<file path="src/rtl/sram_pkg.sv">
// Shared types and default sizes for the SoC SRAM port 0 arbiter.
package sram_pkg;

    localparam int DATA_WIDTH = 32;
    localparam int ADDR_WIDTH = 11;
    localparam int NUM_WMASKS = DATA_WIDTH / 8;

    typedef enum logic {
        REQ_M0 = 1'b0,
        REQ_M1 = 1'b1
    } req_id_e;

    typedef struct packed {
        logic                  we;
        logic [NUM_WMASKS-1:0] be;
        logic [ADDR_WIDTH-1:0] addr;
        logic [DATA_WIDTH-1:0] wdata;
    } sram_req_t;

endpackage

</file>
<file path="src/rtl/rr_arb2.sv">
// Two-way grant generator: round-robin on contention, or fixed m0 priority
// when SRAM_ARB_FIXED_PRIO_EN is defined. Grants are suppressed during reset.
module rr_arb2 (
`ifndef SRAM_ARB_FIXED_PRIO_EN
    input  logic       clk,
`endif
    input  logic       rst_n,
    input  logic [1:0] req,
    output logic [1:0] gnt
);
    import sram_pkg::*;

`ifdef SRAM_ARB_FIXED_PRIO_EN
    // NOTE: gnt gets a default before any branch so no path leaves it unassigned (no latch).
    always_comb begin
        gnt = 2'b00;
        if (rst_n) begin
            if (req[0]) begin
                gnt = 2'b01;
            end else if (req[1]) begin
                gnt = 2'b10;
            end
        end
    end
`else
    req_id_e last;

    always_comb begin
        gnt = 2'b00;
        if (rst_n) begin
            if (req == 2'b11) begin
                // The master that did not win last time takes the contended slot.
                gnt = (last == REQ_M1) ? 2'b01 : 2'b10;
            end else begin
                gnt = req;
            end
        end
    end

    // NOTE: state is updated with non-blocking assignments so every flop samples pre-edge values.
    always_ff @(posedge clk or negedge rst_n) begin
        if (!rst_n) begin
            last <= REQ_M1;
        end else if (gnt[0]) begin
            last <= REQ_M0;
        end else if (gnt[1]) begin
            last <= REQ_M1;
        end
    end
`endif

endmodule

</file>
<file path="src/rtl/sram_port_arbiter.sv">
// Shares SRAM port 0 between m0 (fetch) and m1 (load/store); routes the
// one-cycle-latency response back. SRAM_ARB_FIXED_PRIO_EN selects fixed m0 priority.
module sram_port_arbiter #(
    parameter int NUM_WMASKS = sram_pkg::NUM_WMASKS,
    parameter int DATA_WIDTH = sram_pkg::DATA_WIDTH,
    parameter int ADDR_WIDTH = sram_pkg::ADDR_WIDTH
) (
    input  logic                  clk,
    input  logic                  rst_n,

    input  logic                  m0_req,
    output logic                  m0_gnt,
    input  logic                  m0_we,
    input  logic [NUM_WMASKS-1:0] m0_be,
    input  logic [ADDR_WIDTH-1:0] m0_addr,
    input  logic [DATA_WIDTH-1:0] m0_wdata,
    output logic                  m0_rvalid,
    output logic [DATA_WIDTH-1:0] m0_rdata,

    input  logic                  m1_req,
    output logic                  m1_gnt,
    input  logic                  m1_we,
    input  logic [NUM_WMASKS-1:0] m1_be,
    input  logic [ADDR_WIDTH-1:0] m1_addr,
    input  logic [DATA_WIDTH-1:0] m1_wdata,
    output logic                  m1_rvalid,
    output logic [DATA_WIDTH-1:0] m1_rdata,

    output logic                  sram_csb0,
    output logic                  sram_web0,
    output logic [NUM_WMASKS-1:0] sram_wmask0,
    output logic [ADDR_WIDTH-1:0] sram_addr0,
    output logic [DATA_WIDTH-1:0] sram_din0,
    input  logic [DATA_WIDTH-1:0] sram_dout0
);
    import sram_pkg::*;

    logic [1:0] gnt;
    logic       granted;
    logic       win_we;
    req_id_e    win_id;

    logic       rsp_vld;
    req_id_e    rsp_id;
    logic       rsp_we;

    rr_arb2 u_arb (
`ifndef SRAM_ARB_FIXED_PRIO_EN
        .clk   (clk),
`endif
        .rst_n (rst_n),
        .req   ({m1_req, m0_req}),
        .gnt   (gnt)
    );

    assign m0_gnt  = gnt[0];
    assign m1_gnt  = gnt[1];
    assign granted = |gnt;
    assign win_id  = gnt[1] ? REQ_M1 : REQ_M0;
    assign win_we  = gnt[1] ? m1_we : m0_we;

    always_comb begin
        sram_csb0   = 1'b1;
        sram_web0   = 1'b1;
        sram_wmask0 = '0;
        sram_addr0  = '0;
        sram_din0   = '0;
        if (gnt[0]) begin
            sram_csb0   = 1'b0;
            sram_web0   = ~m0_we;
            sram_wmask0 = m0_be;
            sram_addr0  = m0_addr;
            sram_din0   = m0_wdata;
        end else if (gnt[1]) begin
            sram_csb0   = 1'b0;
            sram_web0   = ~m1_we;
            sram_wmask0 = m1_be;
            sram_addr0  = m1_addr;
            sram_din0   = m1_wdata;
        end
    end

    // Tracks the access issued last cycle; its data arrives on sram_dout0 now.
    always_ff @(posedge clk or negedge rst_n) begin
        if (!rst_n) begin
            rsp_vld <= 1'b0;
            rsp_id  <= REQ_M0;
            rsp_we  <= 1'b0;
        end else begin
            rsp_vld <= granted;
            if (granted) begin
                rsp_id <= win_id;
                rsp_we <= win_we;
            end
        end
    end

    assign m0_rvalid = rsp_vld && (rsp_id == REQ_M0);
    assign m1_rvalid = rsp_vld && (rsp_id == REQ_M1);
    assign m0_rdata  = (m0_rvalid && !rsp_we) ? sram_dout0 : '0;
    assign m1_rdata  = (m1_rvalid && !rsp_we) ? sram_dout0 : '0;

endmodule

</file>
<file path="config.mk">
export PLATFORM = sky130hd
export DESIGN_NAME = sram_port_arbiter
export DESIGN_NICKNAME = d
export VERILOG_FILES = /design/src/rtl/sram_pkg.sv /design/src/rtl/rr_arb2.sv /design/src/rtl/sram_port_arbiter.sv
export SDC_FILE = /design/constraint.sdc
export NUM_CORES = 1
export LEC_CHECK = 0
export CAP_MARGIN = 20
export CORE_AREA = 2 2 97 99
export CTS_CLUSTER_SIZE = 20
export DETAILED_ROUTE_END_ITERATION = 10
export DIE_AREA = 0 0 99 101
export PLACE_DENSITY = 0.72
export SYNTH_ARGS = -nofsm -noshare
export SYNTH_HDL_FRONTEND = slang
export SYNTH_SLANG_ARGS = --single-unit
</file>
<file path="constraint.sdc">
create_clock -name clk -period 1.65 [get_ports clk]
set_input_delay 0.33 -clock clk [delete_from_list [all_inputs] [get_ports clk]]
set_output_delay 0.33 -clock clk [all_outputs]
set_load 0.02 [all_outputs]
</file>
# [After elaboration in Yosys (flattened, before gate mapping)]
# Cells that the tools add are included.
[classes] n_eq_ne=1 n_mux=19 bitwise_logic=3 reduce_logical=7
[ops] cell="$mux W32" count=4
[ops] cell="$mux W11" count=2
[ops] cell="$mux W1" count=8
[ops] cell="$mux W4" count=2
[ops] cell="$mux W2" count=3
[ops] cell="$logic_and A1 B1 Y1" count=4
[ops] cell="$not A1 Y1" count=3
[ops] cell="$eq A2 B2 Y1 const B" count=1
[ops] cell="$reduce_bool A2 Y1" count=1
[ops] cell="$reduce_or A2 Y1" count=1
[ops] cell="$logic_not A1 Y1" count=1
[totals] ff_bits=4 in_bits=132 out_inout_bits=117 wordCells=34

# [Logic depth before layout (Yosys ltp)]
# Gate-level depths: netlist of run 1.
[depth] depth_word=5 depth_mapped=4 depth_no_buf=3

# [Hierarchy]
# A second synthesis of run 1 with hierarchy kept.
[unflattened] hier_cells=192 hier_area_um2=1300.0
[by_module_without_submodules] mod="sram_port_arbiter" instances=1 cells_per_inst=184 area_per_inst_um2=1237.4
[by_module_without_submodules] mod="rr_arb2" instances=1 cells_per_inst=8 area_per_inst_um2=62.6

# [Worst setup path after synthesis of run 1]
# OpenSTA, ideal clock, no wires.
[synth_path] kind="register to output" from="register u_arb.last" to="output sram_addr0[2]" arrival_time_ps=1264 setup_slack_ps=56 path_stages_with_launch=5 path_cell_list="dfstp_2 -> inv_2 -> a21oi_4 -> buf_6 -> a22o_1"
[synth_rtl] element="start, declared" line_no="rr_arb2.sv:26" source="req_id_e last;"
[synth_rtl] element="start signal, assigned" line_no="rr_arb2.sv:43" source="last <= REQ_M1;"
[synth_rtl] element="start signal, assigned" line_no="rr_arb2.sv:45" source="last <= REQ_M0;"
[synth_rtl] element="start signal, assigned" line_no="rr_arb2.sv:47" source="last <= REQ_M1;"
[synth_rtl] element="$mux W2" line_no="rr_arb2.sv:33" source="gnt = (last == REQ_M1) ? 2'b01 : 2'b10;"
[synth_rtl] element="$mux W2" line_no="rr_arb2.sv:31" source="if (req == 2'b11) begin"
[synth_rtl] element="$mux W2" line_no="rr_arb2.sv:30" source="if (rst_n) begin"
[synth_rtl] element="via m0_gnt" line_no="sram_port_arbiter.sv:12" source="output logic m0_gnt,"
[synth_rtl] element="$mux W11" line_no="sram_port_arbiter.sv:68" source="if (gnt[0]) begin"
[synth_rtl] element="end, declared" line_no="sram_port_arbiter.sv:32" source="output logic [ADDR_WIDTH-1:0] sram_addr0,"
# The timed path passes the listed nets, and every way through them passes these cells.

# [Worst setup path in the final report of run 1]
[layout_path] from="register u_arb.last" to="output sram_din0[28]"
[layout_between] elab_chain_cells=5
[layout_lines] element="$mux W2 (*)" line_no="rr_arb2.sv:33"
[layout_lines] element="$mux W2 (*)" line_no="rr_arb2.sv:31"
[layout_lines] element="$mux W2 (*)" line_no="rr_arb2.sv:30"
[layout_lines] element="$mux W32" line_no="sram_port_arbiter.sv:74" source="end else if (gnt[1]) begin"
[layout_lines] element="$mux W32 (*)" line_no="sram_port_arbiter.sv:68"
[layout_lines] element="end, declared" line_no="sram_port_arbiter.sv:33" source="output logic [DATA_WIDTH-1:0] sram_din0,"
# Mark *: on every way between the ends. The rest lies on a longest branch, timed or not.

==> flow_summary.yaml, run 1 <==
floorplanning:
  start_util_pct: 12.9
  io_pins: 249
  die_w_um: 99
  die-area_um2: 10000
  coreArea_um2: 8980
  placementRows: 35
  dieHeight_um: 101
critical_path:
  critPathMostFrequentCell: "buf_6"
  crit_chain: "inv_2, a21oi_4, buf_6, clkbuf_16, a22o_1, buf_6"
  reg2reg_depth: 6
  arrival_ns: 1.62
  crit_path_start: "u_arb.last"
  worstSetupEndpointType: "output port"
  slowest_delay_ns: 0.55
  cp_max_fo: 6
  r2r_start: "u_arb.last"
  cpMaxStageDelayCell: "dfstp_2"
  worstSetupPathType: "flop to output port"
  critPathRequiredTime_ns: 1.32
  crit_path_start_kind: "flop"
cts:
  htreeDepth: 1
  cts_root_buffer: "clkbuf_8"
  clock-sinks: 4
  cts_tree: "yes"
  clock_latency_ns: 0.22
  clockBufferDepth: 2
  cts_buffers: 3
  clk_pin_slew_ns: 0.04
sta:
  layout_setup_ws_ns: -0.295
  setup_viol: 114
  fmax_mhz: 514
  rsz0062_at_grt: "yes"
  fin_crit_ns: 1.95
  finalSetupTns_ns: -17.40
  skew_ns: 0.00577
  final_max_slew_viol_count: 0
  worst-slew-pin-transition_ns: 0.272
  min_period_over_period_pct: 118
  hold_viol: 0
  relSlewSlack_pct: 81.9
finish:
  drive_above_1_share_pct: 57.2
  postLayoutCellArea_um2: 4760
  areaGrowthSynthToFinish_pct: 310
  antenna_cells: 0
  fin_nets: 563
  final_cell_mix: "128 x clkdlybuf4s50_1, 123 x buf_6, 63 x and2_4"
  final_common_cell: "clkdlybuf4s50_1"
power:
  p_leak_nw: 2.18
  intPower_mw: 1.30
  combPwrFrac_pct: 82.2
  p_sw_mw: 0.721
  p_clk_share_pct: 11.3
  peakVddDrop_uv: 238
  powerDensity_nw_per_um2: 425
  power_frac_seq_pct: 6.5
  swShare_pct: 35.6
grt:
  antenna_found_initial: 0
  grt_pass1_vias: 2283
  grt_max_degree: 33
  grt_use_total_pct: 14.5
  grt_overflow_total: 0
  grt_pass1_wl_um: 11600
logic_synthesis:
  yosysTopAreaCell: "and2_1"
  seq_area_frac_synth_pct: 8.74
  synth_seq_cells: 4
  synth_cell_types: 21
  synth_area_leaders: "and2_1 36%, a22o_1 29%, a22o_2 7.8%, dfrtp_1 6.5%, buf_6 4.9%"
  synth_area_um2: 1160
  synth_fp_nets: 280
  yosysWarnings: 0
  avgSynthCellArea_um2: 7.84
  synth_top_area_share_pct: 35.6
  syn_inst: 148
placement:
  port_buffers: 248
  gp_congestion: 0.720
  place_hpwl_um: 6200
  dpl-instance-area_um2: 3850
drt:
  antenna_left: 0
  via_per_inst: 4.30
  drc: 0
  vias: 2324
  drtIter0Drc: 40
  wl_um: 9270
  wl_per_cell_um: 17.1
  firstDrtPassIters: 4
flow_run:
  cap_violations: 0
outcome:
  violations: "negative setup slack"
  status: "finished, violations left"
hold_path:
  hold_path_class: "primary input to asynchronous set/reset pin"
==> kinds of logic after synthesis <==
family / Yosys count / synth area share (%)
DFF: 4 / 8.74
and+or+nand+nor: 72 / 39.4
AOI/OAI and AO/OA: 54 / 42.3
buffers and inverters: 18 / 9.60
==> worst max-delay path, delay by kind of cell, from the launching register on <==
kind                   cells  cell delay (ns)
flip-flops                 1             0.55
buffers and inverters      4             0.52
AO/OA/AOI/OAI              2             0.33
==> worst paths after layout <==
kind	to	slack (ns)
hold reg to reg	rsp_id	0.69
max in group asynchronous	u_arb.last	1.24
setup / recovery	sram_din0[28]	-0.30
setup reg to reg	rsp_we	0.11
hold / removal	rsp_we	0.21
min in group clk	u_arb.last	0.54
==> power groups by stage <==
stage	sequential, mW	clock (mW)	combinational [mW]
2_1_floorplan	0.131	0	0.501
3_3_place_gp	0.128	0	1.25
3_5_place_dp	0.129	0	1.27
4_1_cts	0.129	0.228	1.38
5_1_grt	0.134	0.241	1.74
6_report	0.132	0.229	1.66
==> per-stage QoR <==
| step | worst slack (ns) | hold slack [ns] | utilization [%] | cells | total power, mW |
|---|---|---|---|---|---|
| after floorplan | 0.0559 | 0.0344 | - | 148 | 0.633 |
| after global placement | -0.776 | 0.532 | 42.9 | 504 | 1.38 |
| after detailed placement | -0.806 | 0.540 | 42.9 | 504 | 1.39 |
| after CTS | -0.219 | 0.212 | 45.8 | 522 | 1.73 |
| after global routing | -0.338 | 0.222 | 53.0 | 541 | 2.11 |
| final | -0.295 | 0.209 | 53.0 | 541 | 2.02 |
==> final cells by class <==
type	count	area [µm²]
repair buffers	294	3310
flip-flops and latches	4	101
inverters	2	7.51
well taps	111	139
fillers	822	4220
multi-input cells	126	1150
clock buffers	4	45.0
==> flip-flops by register name, summed over array words and instances, names as in the netlist <==
signal      flops
rsp_id          1
rsp_vld         1
rsp_we          1
u_arb.last      1
==> Yosys cell counts <==
cell type  instances
nor2b_1            1
a21oi_4            2
clkbuf_1           6
o21ai_0            1
nand2_2            2
and2_1            66
inv_1              1
a22o_1            38
nand2_1            1
dfstp_2            1
buf_2              5
a21o_1             1
dfrtp_1            3
inv_2              1
a221o_1            1
a22o_2             9
buf_6              5
o21ai_1            1
a22oi_1            1
nor3b_2            1
and3b_1            1
==> what timing repair did <==
item                                    in CTS  in global routing
gates resized for setup                    545                237
pin swaps                                    5                 73
endpoints found under the setup margin     117                114
setup buffers                                9                 13
gates cloned                                 5                  9
hold buffers                                 0                  0
endpoints found under the hold margin        0                  0
==> layer usage <==
layer | GRT usage, % | part of all wire (%) | up-vias | routed length, µm
met5 | 0 | 0 | - | 0
met4 | 2.74 | 0.64 | 0 | 59
met3 | 4.09 | 7.8 | 6 | 727
met2 | 28.5 | 55 | 152 | 5120
met1 | 15.5 | 36 | 1063 | 3360
li1 | - | - | 1103 | -
No activity file was read; power rests on OpenSTA's default activity.
==> inputs of run 2 (changes only) <==
- CTS_CLUSTER_DIAMETER: not set -> 60
==> results of run 2 <==
The final DEF is identical to that of run 1; final timing and power are the same.
